==> config.mk <==
export PLATFORM = sky130hd
export DESIGN_NAME = muldiv_unit_flat
export DESIGN_NICKNAME = d
export VERILOG_FILES = /design/src/rtl/muldiv_unit_pkg.sv /design/src/rtl/muldiv_unit_if.sv /design/src/rtl/muldiv_sign_fix.sv /design/src/rtl/muldiv_unit.sv /design/src/flat_wrapper.sv
export SDC_FILE = /design/constraint.sdc
export NUM_CORES = 1
export LEC_CHECK = 0
export CAP_MARGIN = 20
export CELL_PAD_IN_SITES_DETAIL_PLACEMENT = 0
export CELL_PAD_IN_SITES_GLOBAL_PLACEMENT = 2
export CORE_MARGIN = 3
export CORE_UTILIZATION = 32
export CTS_CLUSTER_DIAMETER = 80
export CTS_CLUSTER_SIZE = 20
export DETAILED_ROUTE_END_ITERATION = 8
export GPL_TIMING_DRIVEN = 0
export PLACE_DENSITY = 0.89
export SYNTH_ARGS = -nofsm -noshare
export SYNTH_HDL_FRONTEND = slang
export SYNTH_HIERARCHICAL = 1
export SYNTH_SLANG_ARGS = --single-unit
==> constraint.sdc <==
create_clock -name clk -period 3.7 [get_ports clk]
set_clock_uncertainty 0.15 [all_clocks]
set_input_delay 0.74 -clock clk [delete_from_list [all_inputs] [get_ports clk]]
set_output_delay 0.74 -clock clk [all_outputs]
set_load 0.01 [all_outputs]
==> src/rtl/muldiv_unit_pkg.sv <==
// Shared RV32M constants and FSM state encodings for the iterative multiply/divide unit.
package muldiv_unit_pkg;

  localparam logic [2:0] F3_MUL    = 3'b000;
  localparam logic [2:0] F3_MULH   = 3'b001;
  localparam logic [2:0] F3_MULHSU = 3'b010;
  localparam logic [2:0] F3_MULHU  = 3'b011;
  localparam logic [2:0] F3_DIV    = 3'b100;
  localparam logic [2:0] F3_DIVU   = 3'b101;
  localparam logic [2:0] F3_REM    = 3'b110;
  localparam logic [2:0] F3_REMU   = 3'b111;

  localparam logic [6:0] FUNCT7_MULDIV = 7'b0000001;

  localparam logic [1:0] ST_IDLE = 2'd0;
  localparam logic [1:0] ST_CALC = 2'd1;
  localparam logic [1:0] ST_FIX  = 2'd2;
  localparam logic [1:0] ST_DONE = 2'd3;

  // Divide/remainder codes all have funct3[2] set.
  function automatic logic f3_is_div(input logic [2:0] f3);
    return f3[2];
  endfunction

endpackage

==> src/rtl/muldiv_unit_if.sv <==
// Request/response bundle between the EX stage and the multiply/divide unit.
interface muldiv_unit_if #(
  parameter int XLEN = 32
);
  logic            start;
  logic [2:0]      funct3;
  logic [XLEN-1:0] op_a;
  logic [XLEN-1:0] op_b;
  logic            busy;
  logic            done;
  logic [XLEN-1:0] result;

  modport master (output start, funct3, op_a, op_b, input busy, done, result);
  modport slave  (input start, funct3, op_a, op_b, output busy, done, result);
endinterface

==> src/rtl/muldiv_sign_fix.sv <==
// Combinational sign correction and special-case selection of the final RV32M result.
module muldiv_sign_fix
  import muldiv_unit_pkg::*;
#(
  parameter int XLEN = 32
) (
  input  logic [2*XLEN-1:0] prod,
  input  logic [XLEN-1:0]   quo,
  input  logic [XLEN-1:0]   rem,
  input  logic              sign_a,
  input  logic              sign_b,
  input  logic              div_zero,
  input  logic              overflow,
  input  logic [2:0]        funct3,
  output logic [XLEN-1:0]   result
);

  logic              neg_res;
  logic [2*XLEN-1:0] prod_s;
  logic [XLEN-1:0]   quo_s;
  logic [XLEN-1:0]   rem_s;

  always_comb begin
    neg_res = sign_a ^ sign_b;
    prod_s  = neg_res ? -prod : prod;
    quo_s   = neg_res ? -quo  : quo;
    rem_s   = sign_a  ? -rem  : rem;
    result  = '0;
    unique case (funct3)
      F3_MUL:                        result = prod_s[XLEN-1:0];
      F3_MULH, F3_MULHSU, F3_MULHU:  result = prod_s[2*XLEN-1:XLEN];
      F3_DIV, F3_DIVU: begin
        if (div_zero)      result = '1;
        else if (overflow) result = {1'b1, {(XLEN-1){1'b0}}};
        else               result = quo_s;
      end
      // Divide-by-zero leaves the dividend magnitude in rem, so REM/REMU return op_a here.
      F3_REM, F3_REMU:               result = overflow ? '0 : rem_s;
      default:                       result = '0;
    endcase
  end

endmodule

==> src/rtl/muldiv_unit.sv <==
// Iterative RV32M multiply/divide unit: 32 shift-add or restoring-divide steps, then a sign-fix cycle.
module muldiv_unit
  import muldiv_unit_pkg::*;
#(
  parameter int XLEN = 32
) (
  input  logic          clk,
  input  logic          rst,
  muldiv_unit_if.slave  bus
);

  logic [1:0]      state;
  logic [4:0]      cnt;
  logic [2:0]      f3_q;
  logic            sign_a_q, sign_b_q, div_zero_q, ovf_q;
  logic [XLEN-1:0] opnd_q;
  logic [XLEN-1:0] hi_q;
  logic [XLEN-1:0] lo_q;
  logic [XLEN-1:0] result_q;

  logic            sign_a, sign_b, is_div, div_zero, ovf;
  logic [XLEN-1:0] mag_a, mag_b;
  logic [XLEN:0]   mul_sum;
  logic [XLEN:0]   div_shift;
  logic [XLEN-1:0] div_trial;
  logic            div_ge;
  logic [XLEN-1:0] fix_result;

  always_comb begin
    sign_a   = bus.op_a[XLEN-1] &
               (bus.funct3 == F3_MULH || bus.funct3 == F3_MULHSU ||
                bus.funct3 == F3_DIV  || bus.funct3 == F3_REM);
    sign_b   = bus.op_b[XLEN-1] &
               (bus.funct3 == F3_MULH || bus.funct3 == F3_DIV || bus.funct3 == F3_REM);
    mag_a    = sign_a ? -bus.op_a : bus.op_a;
    mag_b    = sign_b ? -bus.op_b : bus.op_b;
    is_div   = f3_is_div(bus.funct3);
    div_zero = (bus.op_b == '0);
    ovf      = (bus.funct3 == F3_DIV || bus.funct3 == F3_REM) &&
               (bus.op_a == {1'b1, {(XLEN-1){1'b0}}}) && (bus.op_b == '1);
  end

  // hi/lo are shared: product {hi,lo} for multiply, remainder/quotient for divide.
  always_comb begin
    mul_sum   = {1'b0, hi_q} + (lo_q[0] ? {1'b0, opnd_q} : '0);
    div_shift = {hi_q, lo_q[XLEN-1]};
    div_ge    = (div_shift >= {1'b0, opnd_q});
    div_trial = div_shift[XLEN-1:0] - opnd_q;
  end

  muldiv_sign_fix #(
    .XLEN(XLEN)
  ) u_sign_fix (
    .prod    ({hi_q, lo_q}),
    .quo     (lo_q),
    .rem     (hi_q),
    .sign_a  (sign_a_q),
    .sign_b  (sign_b_q),
    .div_zero(div_zero_q),
    .overflow(ovf_q),
    .funct3  (f3_q),
    .result  (fix_result)
  );

  always_ff @(posedge clk) begin
    if (rst) begin
      state      <= ST_IDLE;
      cnt        <= '0;
      f3_q       <= '0;
      sign_a_q   <= 1'b0;
      sign_b_q   <= 1'b0;
      div_zero_q <= 1'b0;
      ovf_q      <= 1'b0;
      opnd_q     <= '0;
      hi_q       <= '0;
      lo_q       <= '0;
      result_q   <= '0;
    end else begin
      case (state)
        ST_IDLE, ST_DONE: begin
          if (bus.start) begin
            f3_q       <= bus.funct3;
            sign_a_q   <= sign_a;
            sign_b_q   <= sign_b;
            div_zero_q <= div_zero;
            ovf_q      <= ovf;
            opnd_q     <= is_div ? mag_b : mag_a;
            lo_q       <= is_div ? mag_a : mag_b;
            hi_q       <= '0;
            cnt        <= '0;
            state      <= ST_CALC;
          end else begin
            state <= ST_IDLE;
          end
        end
        ST_CALC: begin
          if (f3_is_div(f3_q)) begin
            hi_q <= div_ge ? div_trial : div_shift[XLEN-1:0];
            lo_q <= {lo_q[XLEN-2:0], div_ge};
          end else begin
            hi_q <= mul_sum[XLEN:1];
            lo_q <= {mul_sum[0], lo_q[XLEN-1:1]};
          end
          cnt <= cnt + 5'd1;
          if (cnt == '1) state <= ST_FIX;
        end
        ST_FIX: begin
          result_q <= fix_result;
          state    <= ST_DONE;
        end
        default: state <= ST_IDLE;
      endcase
    end
  end

  assign bus.busy   = (state == ST_CALC) || (state == ST_FIX);
  assign bus.done   = (state == ST_DONE);
  assign bus.result = result_q;

endmodule
==> src/flat_wrapper.sv <==
// flat-port wrapper written by rule: the top's interface ports become plain ports
module muldiv_unit_flat import muldiv_unit_pkg::*;
#(
  parameter int XLEN = 32
)
  (clk, rst, bus_start, bus_funct3, bus_op_a, bus_op_b, bus_busy, bus_done, bus_result);
  muldiv_unit_if #(.XLEN(XLEN)) bus_i ();
  input  logic clk;
  input  logic rst;
  input wire logic [$bits(bus_i.start)-1:0] bus_start;
  input wire logic [$bits(bus_i.funct3)-1:0] bus_funct3;
  input wire logic [$bits(bus_i.op_a)-1:0] bus_op_a;
  input wire logic [$bits(bus_i.op_b)-1:0] bus_op_b;
  output wire logic [$bits(bus_i.busy)-1:0] bus_busy;
  output wire logic [$bits(bus_i.done)-1:0] bus_done;
  output wire logic [$bits(bus_i.result)-1:0] bus_result;
  assign bus_i.start = bus_start;
  assign bus_i.funct3 = bus_funct3;
  assign bus_i.op_a = bus_op_a;
  assign bus_i.op_b = bus_op_b;
  assign bus_busy = bus_i.busy;
  assign bus_done = bus_i.done;
  assign bus_result = bus_i.result;
  muldiv_unit #(.XLEN(XLEN)) u_core (.clk(clk), .rst(rst), .bus(bus_i));
endmodule
* Yosys cells after proc, flatten, opt, wreduce, memory -nomap -nowiden *
Cells that the tools add are included.

cells by class
  eq/ne operators = 19
  reduce and logical (&&, ||, !) cells = 19
  bitwise gates (word level) = 3
  add/sub/neg operators = 8
  multiplexer cells = 24
  magnitude comparators = 1

operators with widths
  operator                count
  $mux W32                15
  $neg A32 Y32            4
  $pmux W32 S2            2
  $pmux W32 S4            1
  $eq A32 B32 Y1 const B  2
  $mux W64                1
  $neg A64 Y64            1
  $add A32 B33 Y33        1
  $ge A33 B32 Y1          1
  $logic_not A32 Y1       1
  $sub A32 B32 Y32        1
  $eq A3 B3 Y1 const B    6
  $pmux W5 S2             1
  $eq A3 B2 Y1 const B    3
  $logic_or A1 B1 Y1      7
  $eq A3 B1 Y1 const B    2
  $pmux W2 S3             1
  $reduce_or A2 Y1        3
  $add A5 B1 Y5 const B   1
  $eq A5 B5 Y1 const B    1
  $mux W5                 1
  $eq A2 B2 Y1 const B    2
  $reduce_and A2 Y1       2
  $logic_not A3 Y1        1
  11 further kinds        13

storage, ports and cells
  register bits after elaboration = 142
  input bits = 70

* Logic depth before layout (Yosys ltp) *
Gate-level depths: netlist of the first run.

  depth after elaboration = 9
  depth in mapped cells = 14
  gate-level depth less buffers = 13

* By module *
The synthesis of the first run kept the hierarchy.

modules (own cells, without submodules)
  module           times used  area each (µm²)  cells each
  muldiv_unit      1           11786.3          1560
  muldiv_sign_fix  1           3958.8           609

* Worst setup path after synthesis of the first run *
OpenSTA, ideal clock, no wires.

  path type = reg-to-reg
  start point = reg u_core.lo_q[0]
  end point = reg u_core.hi_q[31]
  arrival time = 3.271 ns
  stages on the path, launching flop included = 15
  slack = 0.178 ns
  cells stage by stage = dfxtp_1 clkbuf_1 and2_1 ha_1 inv_1 fa_1 nand2b_1 a21oi_1 o21ai_0 a211oi_1 o21ai_1 a311oi_1 o2111a_1 a2111oi_0 o41ai_1

between the ends
  cells in the longest elaborated chain, start to end = 4

RTL lines
  what                    line                RTL
  from (decl)             muldiv_unit.sv:18   logic [XLEN-1:0] lo_q;
  from (signal assigned)  muldiv_unit.sv:88   lo_q <= is_div ? mag_a : mag_b;
  from (signal assigned)  muldiv_unit.sv:99   lo_q <= {lo_q[XLEN-2:0], div_ge};
  from (signal assigned)  muldiv_unit.sv:102  lo_q <= {mul_sum[0], lo_q[XLEN-1:1]};
  $mux W32                muldiv_unit.sv:45   mul_sum = {1'b0, hi_q} + (lo_q[0] ? {1'b0, opnd_q} : '0);
  $add A32 B33 Y33        muldiv_unit.sv:45
  $mux W32                muldiv_unit.sv:97   if (f3_is_div(f3_q)) begin
  $pmux W32 S2            muldiv_unit.sv:79   case (state)
  to (signal assigned)    muldiv_unit.sv:98   hi_q <= div_ge ? div_trial : div_shift[XLEN-1:0];
  to (signal assigned)    muldiv_unit.sv:101  hi_q <= mul_sum[XLEN:1];
  to (decl)               muldiv_unit.sv:17   logic [XLEN-1:0] hi_q;

Every way passes these cells.
A chain may end at the register's enable or synchronous reset.

* Worst setup path after layout of the first run *
  start point = reg u_core.f3_q[2]
  end point = reg u_core.result_q[6] (netlist: u_core/bus.result[6])

between the ends
  cells in the longest elaborated chain, start to end = 3
  elaborated cells between the ends (all ways) = 12
  classes of those cells = 7 x eq/ne; 1 x mux; 4 x reduce/logical

RTL lines
  what                                                  line                   RTL
  from (decl)                                           muldiv_unit.sv:14      logic [2:0] f3_q;
  from (signal assigned)                                muldiv_unit.sv:82      f3_q <= bus.funct3;
  $eq A3 B1 Y1 (tied with other cells)                  muldiv_sign_fix.sv:29  unique case (funct3)
  $reduce_or A3 Y1 or $reduce_or A2 Y1 (tied branches)  muldiv_sign_fix.sv:29
  $pmux W32 S4 (*)                                      muldiv_sign_fix.sv:29
  via u_core.fix_result[6]                              muldiv_unit.sv:27      logic [XLEN-1:0] fix_result;
  to (signal assigned)                                  muldiv_unit.sv:108     result_q <= fix_result;
  to (decl)                                             muldiv_unit.sv:19      logic [XLEN-1:0] result_q;

Mark *: on every way through the listed nets, which the timed path passes. The rest lies on a longest branch.

==> impl_metrics.json, run 1 <==
{
  "die_area_sq_um": 51900,
  "cts_made_buffers": 17,
  "min_period_ns": 3.69,
  "setup.worst_path.class": "flip-flop to flip-flop",
  "cp.required_ns": 3.91,
  "drt-pass1-iter-count": 6,
  "whs_path_depth": 2,
  "timing.final.setup_violations": 0,
  "ys_warn_count": 6,
  "syn_to_final_growth_pct": 19.1,
  "post-route-period-util_pct": 99.6,
  "initial_utilization_pct": 32.7,
  "hold_class": "flip-flop to flip-flop",
  "synthCells": 2169,
  "dp_hpwl_microns": 58600,
  "syn_area_sq_um": 15700,
  "holdWs_ns": 0.307,
  "slew_violations": 0,
  "synth-edff-count": 0,
  "layout_commonest_cell": "nor2_1",
  "worst_ep_arrival_time_ns": 3.90,
  "cp-start-kind": "flip-flop",
  "gr-total-overflow": 0,
  "synthAdderAreaFrac_pct": 6.21,
  "grt_usage_pct": 27.8,
  "gp_congestion": 0.963,
  "synth_seq_cells": 142,
  "finish.net_count": 2447,
  "wl_microns": 75000,
  "clock-root-buffer": "clkbuf_16",
  "dp_cells": 2930,
  "routed_via_density": 6.09,
  "grt_max_degree": 17,
  "ant_nets": 0,
  "synth-compound-area-share_pct": 28.2,
  "fill_cells": 5133,
  "die_w_microns": 228,
  "synth_area_per_cell_sq_um": 7.26,
  "clk_pin_slew_worst_paths_ns": 0.06,
  "reg2regPathDepth": 8,
  "status": "complete, no violations",
  "grt_setup_unrepaired": "true",
  "synth_fp_nets": 2316,
  "cp_max_fo": 10,
  "clockBufferDepth": 2,
  "core_area_sq_um": 48100,
  "maxSlewHeadroom_pct": 24.5,
  "cts_tree": "built",
  "power_density_nw_per_um2": 675,
  "n_antenna_cell": 0,
  "grt_pass1_vias": 17021,
  "drive_gt1_share_pct": 9.04,
  "fin_tns_setup_ns": 0,
  "power.leakage_nw": 7.22,
  "cap_violations": 0,
  "cts_htree_levels": 4,
  "fin_cells": 2968,
  "cts.sinks": 142,
  "synth_top_family_by_area": "compound AO/OA/AOI/OAI gates",
  "antenna_found_initial": 0,
  "yosysSeqAreaShare_pct": 18.1,
  "synth-async-reset-ratio_pct": 0,
  "synth-simple-area-share_pct": 24.6,
  "hold_buffers": 0,
  "ys.flop_type": "dfxtp_1",
  "pin_count": 104,
  "grt_pass1_wl_microns": 110000,
  "ys_types": 86,
  "port-buffer-count": 103,
  "rows": 80,
  "irDropWorstVdd_uv": 402,
  "crit_path_end_kind": "flip-flop",
  "vias": 18079,
  "synth_mux_area_share_pct": 5.77,
  "postLayoutCoreUtil_pct": 38.9,
  "worstSkewPairLatency_ns": 0.49,
  "synth-xor-area-share_pct": 11.9,
  "wl_per_cell_microns": 25.3,
  "die_h_microns": 228,
  "drt_iter0_drc": 1933,
  "max_freq_ghz": 0.271,
  "mostFrequentLayoutCells": "nor2_1 (246), nand2_1 (181), a21oi_1 (178)",
  "finalHoldViolations": 0,
  "worst_pin_slew_ns": 1.12,
  "drc": 0
}
kinds of logic after synthesis:
kind of cell,count (synthesis)
adder cells (fa/ha/maj),77
AO/OA/AOI/OAI,661
AND/OR/NAND/NOR,773
flip-flops,142
XOR/XNOR,213
multiplexers,88
buffers and inverters,215
per-layer routing:
layer  vias to the layer above  track usage, %  share of wire (%)
met2                       965            43.7                 45
li1                       8308               -                  -
met4                         0            11.8                4.3
met1                      8641            37.7                 43
met3                       165            4.43                7.8
met5                         -               0                  0
flip-flops by register name, summed over array words and instances, names as in the netlist:
name and cells:
u_core/sign_b_q 1, u_core/div_zero_q 1, u_core/lo_q 32, u_core/bus.result 32, u_core/f3_q 3, u_core/ovf_q 1, u_core/sign_a_q 1, u_core/hi_q 32
u_core/cnt 5, u_core/opnd_q 32, u_core/state 2
critical path, cell delays in order, from the launching register on:
cell and delay, ns:
dfxtp_1 0.35, clkbuf_1 0.34, o21bai_1 0.29, clkbuf_1 0.66
clkbuf_2 0.49, clkbuf_1 0.63, o21ai_0 0.37, mux2i_1 0.23
nor2_1 0.05
report_power, final:
part / internal (mW) / total, mW / switching [mW]
combinational: 2.84 / 7.94 / 5.10
clock: 1.02 / 1.83 / 0.808
sequential: 1.90 / 2.89 / 0.988
layout make-up:
class / instances / area, sq um / area share (%)
clock inverters: 13 / 155 / 0.828
well taps: 656 / 821 / 4.38
multi-input cells: 1812 / 12500 / 66.4
clock buffers: 18 / 439 / 2.34
inverters: 84 / 315 / 1.68
flip-flops and latches: 142 / 2890 / 15.4
plain buffers: 124 / 515 / 2.75
repair buffers: 119 / 1160 / 6.18
worst paths after layout:
path | from | endpoint | slack [ns]
hold / removal | u_core/sign_a_q | u_core/sign_a_q | 0.31
setup reg to reg | u_core/f3_q[2] | u_core/bus.result[6] | 0.01
hold reg to reg | u_core/sign_a_q | u_core/sign_a_q | 0.31
setup / recovery | u_core/f3_q[2] | u_core/bus.result[6] | 0.01
timing repair:
action                                  4_1_cts  5_1_grt
endpoints found under the hold margin         0        0
pin swaps                                     4       13
gates cloned                                  0        0
endpoints found under the setup margin       52       62
buffers inserted                             10        4
resized for setup                            57       59
synthesized netlist by cell type (12+ instances only):
cell	count	area (sq um)
a211oi_1	62	465
a21o_1	34	255
a21oi_1	180	901
a221o_1	12	120
a22oi_1	23	173
a31oi_1	38	238
a41oi_1	15	131
and2_1	47	294
and3_1	13	81.3
buf_1	14	52.6
clkbuf_1	106	398
dfxtp_1	142	2840
ha_1	75	938
inv_1	83	312
mux2_2	22	248
mux2i_1	66	661
nand2_1	181	679
nand3_1	30	150
nand4_1	31	194
nor2_1	249	935
nor3_1	70	350
nor4_1	28	175
o211ai_1	33	248
o21ai_0	84	420
o22ai_1	15	93.8
o31ai_1	38	285
o41ai_1	20	175
or3_1	28	175
or4_1	17	128
xnor2_1	114	998
xor2_1	98	858
stage by stage:
step / cell area [sq um] / total power, mW / setup WS [ns]
floorplan: 15700 / 7.41 / 0.178
global placement: 17600 / 10.2 / -1.05
detailed placement: 17600 / 10.3 / -1.15
CTS: 18500 / 12.3 / 0.00395
global route: 18700 / 13.3 / -0.0306
finish: 18700 / 12.7 / 0.0139
No activity file was read; power rests on OpenSTA's default activity.
==> inputs of run 2 (changes only) <==
GPL_ROUTABILITY_DRIVEN = 0   (was default)
MAX_ROUTING_LAYER = met4   (was default)
==> run 2 against run 1 <==
Compared with the run above:
- die area stayed put
- setup slack got worse by 0.036 ns
- sequential power hardly changed
- utilization increased by 0.091 points
- largest cell class unchanged
- the flow now finishes with violations (setup timing)
==> impl_metrics.json, run 2 (synthesis gave the netlist of run 1 again) <==
{
  "cts_tree": "built",
  "hold_class": "flip-flop to flip-flop",
  "dp_hpwl_microns": 54900,
  "crit_path_end_kind": "flip-flop",
  "slew_violations": 0,
  "cts_htree_levels": 4,
  "antenna_found_initial": 1,
  "worst_pin_slew_ns": 1.25,
  "crit_top_cell": "clkbuf_1",
  "core_area_sq_um": 48100,
  "design_power_total_mw": 12.6,
  "cp_slowest_stage_delay_ns": 0.76,
  "setup.worst_path.class": "flip-flop to flip-flop",
  "grt_pass1_wl_microns": 105000,
  "cap_violations": 0,
  "grt_usage_pct": 26.6,
  "drt_iter0_drc": 2164,
  "power_density_nw_per_um2": 673,
  "port-buffer-count": 103,
  "stdcell_area_sq_um": 18800,
  "gr-total-overflow": 0,
  "worst_slack_ns": -0.0216,
  "routed_via_density": 6.14,
  "worst_ep_arrival_time_ns": 3.89,
  "syn_to_final_growth_pct": 19.4,
  "rows": 80,
  "cts_made_buffers": 17,
  "die_area_sq_um": 51900,
  "finish.net_count": 2449,
  "layout_commonest_cell": "nor2_1",
  "mostFrequentLayoutCells": "nor2_1 (246), nand2_1 (181), a21oi_1 (178)",
  "irDropWorstVdd_uv": 379,
  "dp_cells": 2929,
  "maxSlewHeadroom_pct": 16.1,
  "wl_per_cell_microns": 23.9,
  "timing.final.setup_violations": 2,
  "initial_utilization_pct": 32.7,
  "power.leakage_nw": 7.24,
  "wl_microns": 70900,
  "path_cells": "clkbuf_1, xnor2_2, clkbuf_1, buf_1, nor3_1, o21ai_0, a22oi_1, mux2i_1, nor2_1",
  "pin_count": 104,
  "vias": 18254,
  "cts.sinks": 142,
  "post_dp_cell_area_sq_um": 17600,
  "die_h_microns": 228,
  "post-route-period-util_pct": 101,
  "drc": 0,
  "cp.required_ns": 3.87,
  "fin_cells": 2971,
  "violations": "setup timing",
  "grt_pass1_vias": 16907,
  "cp_max_fo": 10,
  "holdWs_ns": 0.309,
  "clock-root-buffer": "clkbuf_16",
  "cp-start-kind": "flip-flop",
  "clk_pin_slew_worst_paths_ns": 0.08,
  "grt_setup_unrepaired": "true",
  "ant_nets": 0,
  "clockBufferDepth": 2,
  "grt_max_degree": 17,
  "worstSkewPairLatency_ns": 0.46,
  "worst_path_max_delay_cell": "buf_1",
  "status": "finished with violations",
  "die_w_microns": 228,
  "max_freq_ghz": 0.269,
  "finalHoldViolations": 0,
  "drt-pass1-iter-count": 6,
  "min_period_ns": 3.72,
  "n_antenna_cell": 0,
  "drive_gt1_share_pct": 9.03
}
run 2: critical path, delay by kind of cell (launching register included):
| family | cells | cell delay (ns) |
|---|---|---|
| buffers and inverters | 3 | 1.62 |
| AO/OA/AOI/OAI | 2 | 0.59 |
| XOR/XNOR | 1 | 0.56 |
| flip-flops | 1 | 0.32 |
| multiplexers | 1 | 0.18 |
| AND/OR/NAND/NOR | 2 | 0.16 |
run 2: worst paths after layout:
kind / slack (ns) / end / startpoint / cells past startpoint
max: -0.02 / u_core/bus.result[15] / u_core/sign_a_q / 9
max reg2reg: -0.02 / u_core/bus.result[15] / u_core/sign_a_q / 9
min: 0.31 / u_core/cnt[4] / u_core/cnt[4] / 2
min reg2reg: 0.31 / u_core/cnt[4] / u_core/cnt[4] / 2
run 2: layout make-up:
| cell class | instances | area [sq um] |
|---|---|---|
| well taps | 656 | 821 |
| multi-input cells | 1812 | 12500 |
| flip-flops and latches | 142 | 2900 |
| fillers | 5011 | 29400 |
| inverters | 84 | 315 |
| repair buffers | 120 | 1160 |
| clock buffers | 17 | 425 |
| clock inverters | 15 | 203 |
| plain buffers | 125 | 520 |
run 2: per-stage QoR:
step                      setup TNS (ns)  utilization, %  setup WS, ns
after detailed placement          -34.33            36.6         -1.06
after global routing             -0.0432            39.0       -0.0304
after floorplan                        0               -         0.178
after global placement            -31.98            36.5        -0.926
final                            -0.0224            39.0       -0.0216
after CTS                              0            38.4       0.00188
run 2: repair_timing:
| action | 4_1_cts | 5_1_grt |
|---|---|---|
| setup buffers | 8 | 8 |
| pin swaps | 10 | 15 |
| hold buffers | 0 | 0 |
| gates resized for setup | 57 | 65 |
| setup endpoints to repair | 55 | 65 |
run 2: power by group:
part / internal (mW) / switching [mW]
clock network: 1.03 / 0.841
logic: 2.85 / 5.00
registers: 1.90 / 1.02
total: 5.79 / 6.86
run 2: metal layers:
layer,track usage [%],part of all wire [%],vias up
met3,5.01,8.7,212
met2,39.4,43,1026
met4,12.6,5.4,0
met1,34.9,43,8711
li1,-,-,8305
met5,-,0,-
==> inputs of run 3 (changes only) <==
--- a/config.mk
+++ b/config.mk
@@ -15,7 +15,7 @@
 export DETAILED_ROUTE_END_ITERATION = 8
 export GPL_ROUTABILITY_DRIVEN = 0
-export GPL_TIMING_DRIVEN = 0
 export MAX_ROUTING_LAYER = met4
 export PLACE_DENSITY = 0.89
+export SLEW_MARGIN = 25
 export SYNTH_ARGS = -nofsm -noshare
 export SYNTH_HDL_FRONTEND = slang
==> constraint.sdc (replaced) <==
create_clock -name clk -period 3.7 [get_ports clk]
set_clock_uncertainty 0.15 [all_clocks]
set_input_delay 1.11 -clock clk [delete_from_list [all_inputs] [get_ports clk]]
set_output_delay 1.11 -clock clk [all_outputs]
set_load 0.01 [all_outputs]
==> run 3 against run 2 <==
Compared with the run above:
- the flow now finishes without violations
- via count shrank 0.91%
- largest power group unchanged
- die area is the same
- non-clock buffer count grew 148
==> impl_metrics.json, run 3 (synthesis gave the netlist of run 1 again) <==
{
  "maxSlewHeadroom_pct": 30.5,
  "clock-root-buffer": "clkbuf_16",
  "power_density_nw_per_um2": 649,
  "cts_made_buffers": 17,
  "die_area_sq_um": 51900,
  "cp-start-kind": "input pin",
  "syn_to_final_growth_pct": 27.1,
  "ant_nets": 0,
  "multi_input_area_sq_um": 12200,
  "met2_usage_pct": 39.8,
  "grt_setup_unrepaired": "false",
  "status": "complete, no violations",
  "grt_usage_pct": 25.6,
  "timing.final.setup_violations": 0,
  "grtUsageMet1_pct": 33.7,
  "hold_class": "flip-flop to flip-flop",
  "core_area_sq_um": 48100,
  "die_h_microns": 228,
  "wl_microns": 67000,
  "postLayoutCoreUtil_pct": 41.6,
  "whs_path_depth": 2,
  "dp_hpwl_microns": 52600,
  "drt-pass1-iter-count": 9,
  "drt_iter0_drc": 1939,
  "grt_pass1_vias": 17295,
  "top_usage_layer": "met2",
  "fill_cells": 4955,
  "port-buffer-count": 103,
  "worst_ep_arrival_time_ns": 3.83,
  "worst_pin_slew_ns": 1.04,
  "routed_via_density": 5.80,
  "power.leakage_nw": 8.30,
  "min_period_ns": 3.58,
  "gr-total-overflow": 0,
  "cp_max_fo": 5,
  "cts.sinks": 142,
  "mostFrequentLayoutCells": "buf_4 (287), nor2_1 (248), nand2_1 (181)",
  "cap_violations": 0,
  "cts_htree_levels": 4,
  "grt_pass1_wl_microns": 102000,
  "finish.net_count": 2597,
  "crit_path_end_kind": "flip-flop",
  "cts_tree": "built",
  "cp.required_ns": 3.94,
  "setup.worst_path.class": "input pin to flip-flop",
  "post-route-period-util_pct": 96.8,
  "die_w_microns": 228,
  "max_freq_ghz": 0.279,
  "rows": 80,
  "drc": 0,
  "slew_violations": 0,
  "clockBufferDepth": 2,
  "vias": 18088,
  "pin_count": 104,
  "worstSkewPairLatency_ns": 0.46,
  "hold_buffers": 0,
  "grt_use_met3_pct": 4.28,
  "antenna_found_initial": 0,
  "register_area_sq_um": 2850,
  "reg2regPathDepth": 12,
  "drive_gt1_share_pct": 16.5,
  "grt_max_degree": 71,
  "clk_pin_slew_worst_paths_ns": 0.06,
  "initial_utilization_pct": 32.7,
  "finalHoldViolations": 0,
  "wl_per_cell_microns": 21.5,
  "irDropWorstVdd_uv": 391,
  "n_antenna_cell": 0,
  "holdWs_ns": 0.311,
  "layout_commonest_cell": "buf_4"
}
-- run 3: cell types whose count changed in the layout (fill, tap and decap cells not counted), sizes merged --
cell           previous run  this run
buf                      42       292
clkbuf                  117        20
clkdlybuf4s50           103       101
clkinv                    7         2
clkinvlp                  0         4
inv                      90        87
-- run 3: layer usage --
layer | vias up | wire length, microns
met5 | - | 0
met1 | 8543 | 29200
met3 | 126 | 5620
met2 | 830 | 29900
li1 | 8589 | -
met4 | 0 | 2240
-- run 3: per-stage QoR --
step / cell area (sq um) / instances / setup WS (ns) / power [mW] / TNS, ns
6_report: 20000 / 3118 / 0.117 / 13.0 / 0
4_1_cts: 20000 / 3117 / 0.0268 / 12.8 / 0
3_3_place_gp: 19400 / 3086 / -0.364 / 10.9 / -8.52
3_5_place_dp: 19400 / 3086 / -0.362 / 11.0 / -10.11
5_1_grt: 20000 / 3118 / 0.00128 / 13.7 / 0
2_1_floorplan: 15700 / 2169 / 0.178 / 7.41 / 0
-- run 3: repair_timing --
action | CTS | global route
buffers inserted | 0 | 1
pin swaps | 1 | 2
setup endpoints to repair | 4 | 10
resized for setup | 3 | 10
-- run 3: cell type report --
class / instances / share of cell area [%]
inverters: 84 / 1.58
clock inverters: 11 / 0.669
flip-flops and latches: 142 / 14.2
well taps: 656 / 4.10
multi-input cells: 1812 / 60.9
repair buffers: 393 / 16.2
clock buffers: 20 / 2.23
-- run 3: worst paths after layout --
path                                     start           endpoint  slack (ns)
worst max-delay path               bus_op_a[8]  u_core/opnd_q[26]        0.12
worst min-delay path             u_core/cnt[4]      u_core/cnt[4]        0.31
worst max register to register  u_core/lo_q[0]    u_core/hi_q[30]        0.15
worst min register to register   u_core/cnt[4]      u_core/cnt[4]        0.31
-- run 3: where the power goes --
| part | internal [mW] | total, mW | switching [mW] |
|---|---|---|---|
| Clock | 1.01 | 1.77 | 0.754 |
| Sequential | 1.90 | 2.41 | 0.509 |
| Combinational | 3.44 | 8.80 | 5.36 |
| Total | 6.36 | 13.0 | 6.63 |
-- run 3: critical path, stage by stage --
cell	delay, ns
clkdlybuf4s50_1	0.42
or4_4	0.54
or4_4	0.50
nor3_4	0.24
buf_4	0.18
a31oi_1	0.09
xor2_1	0.22
nor2_1	0.06
a211oi_1	0.31
a21oi_1	0.07
nor2_1	0.09
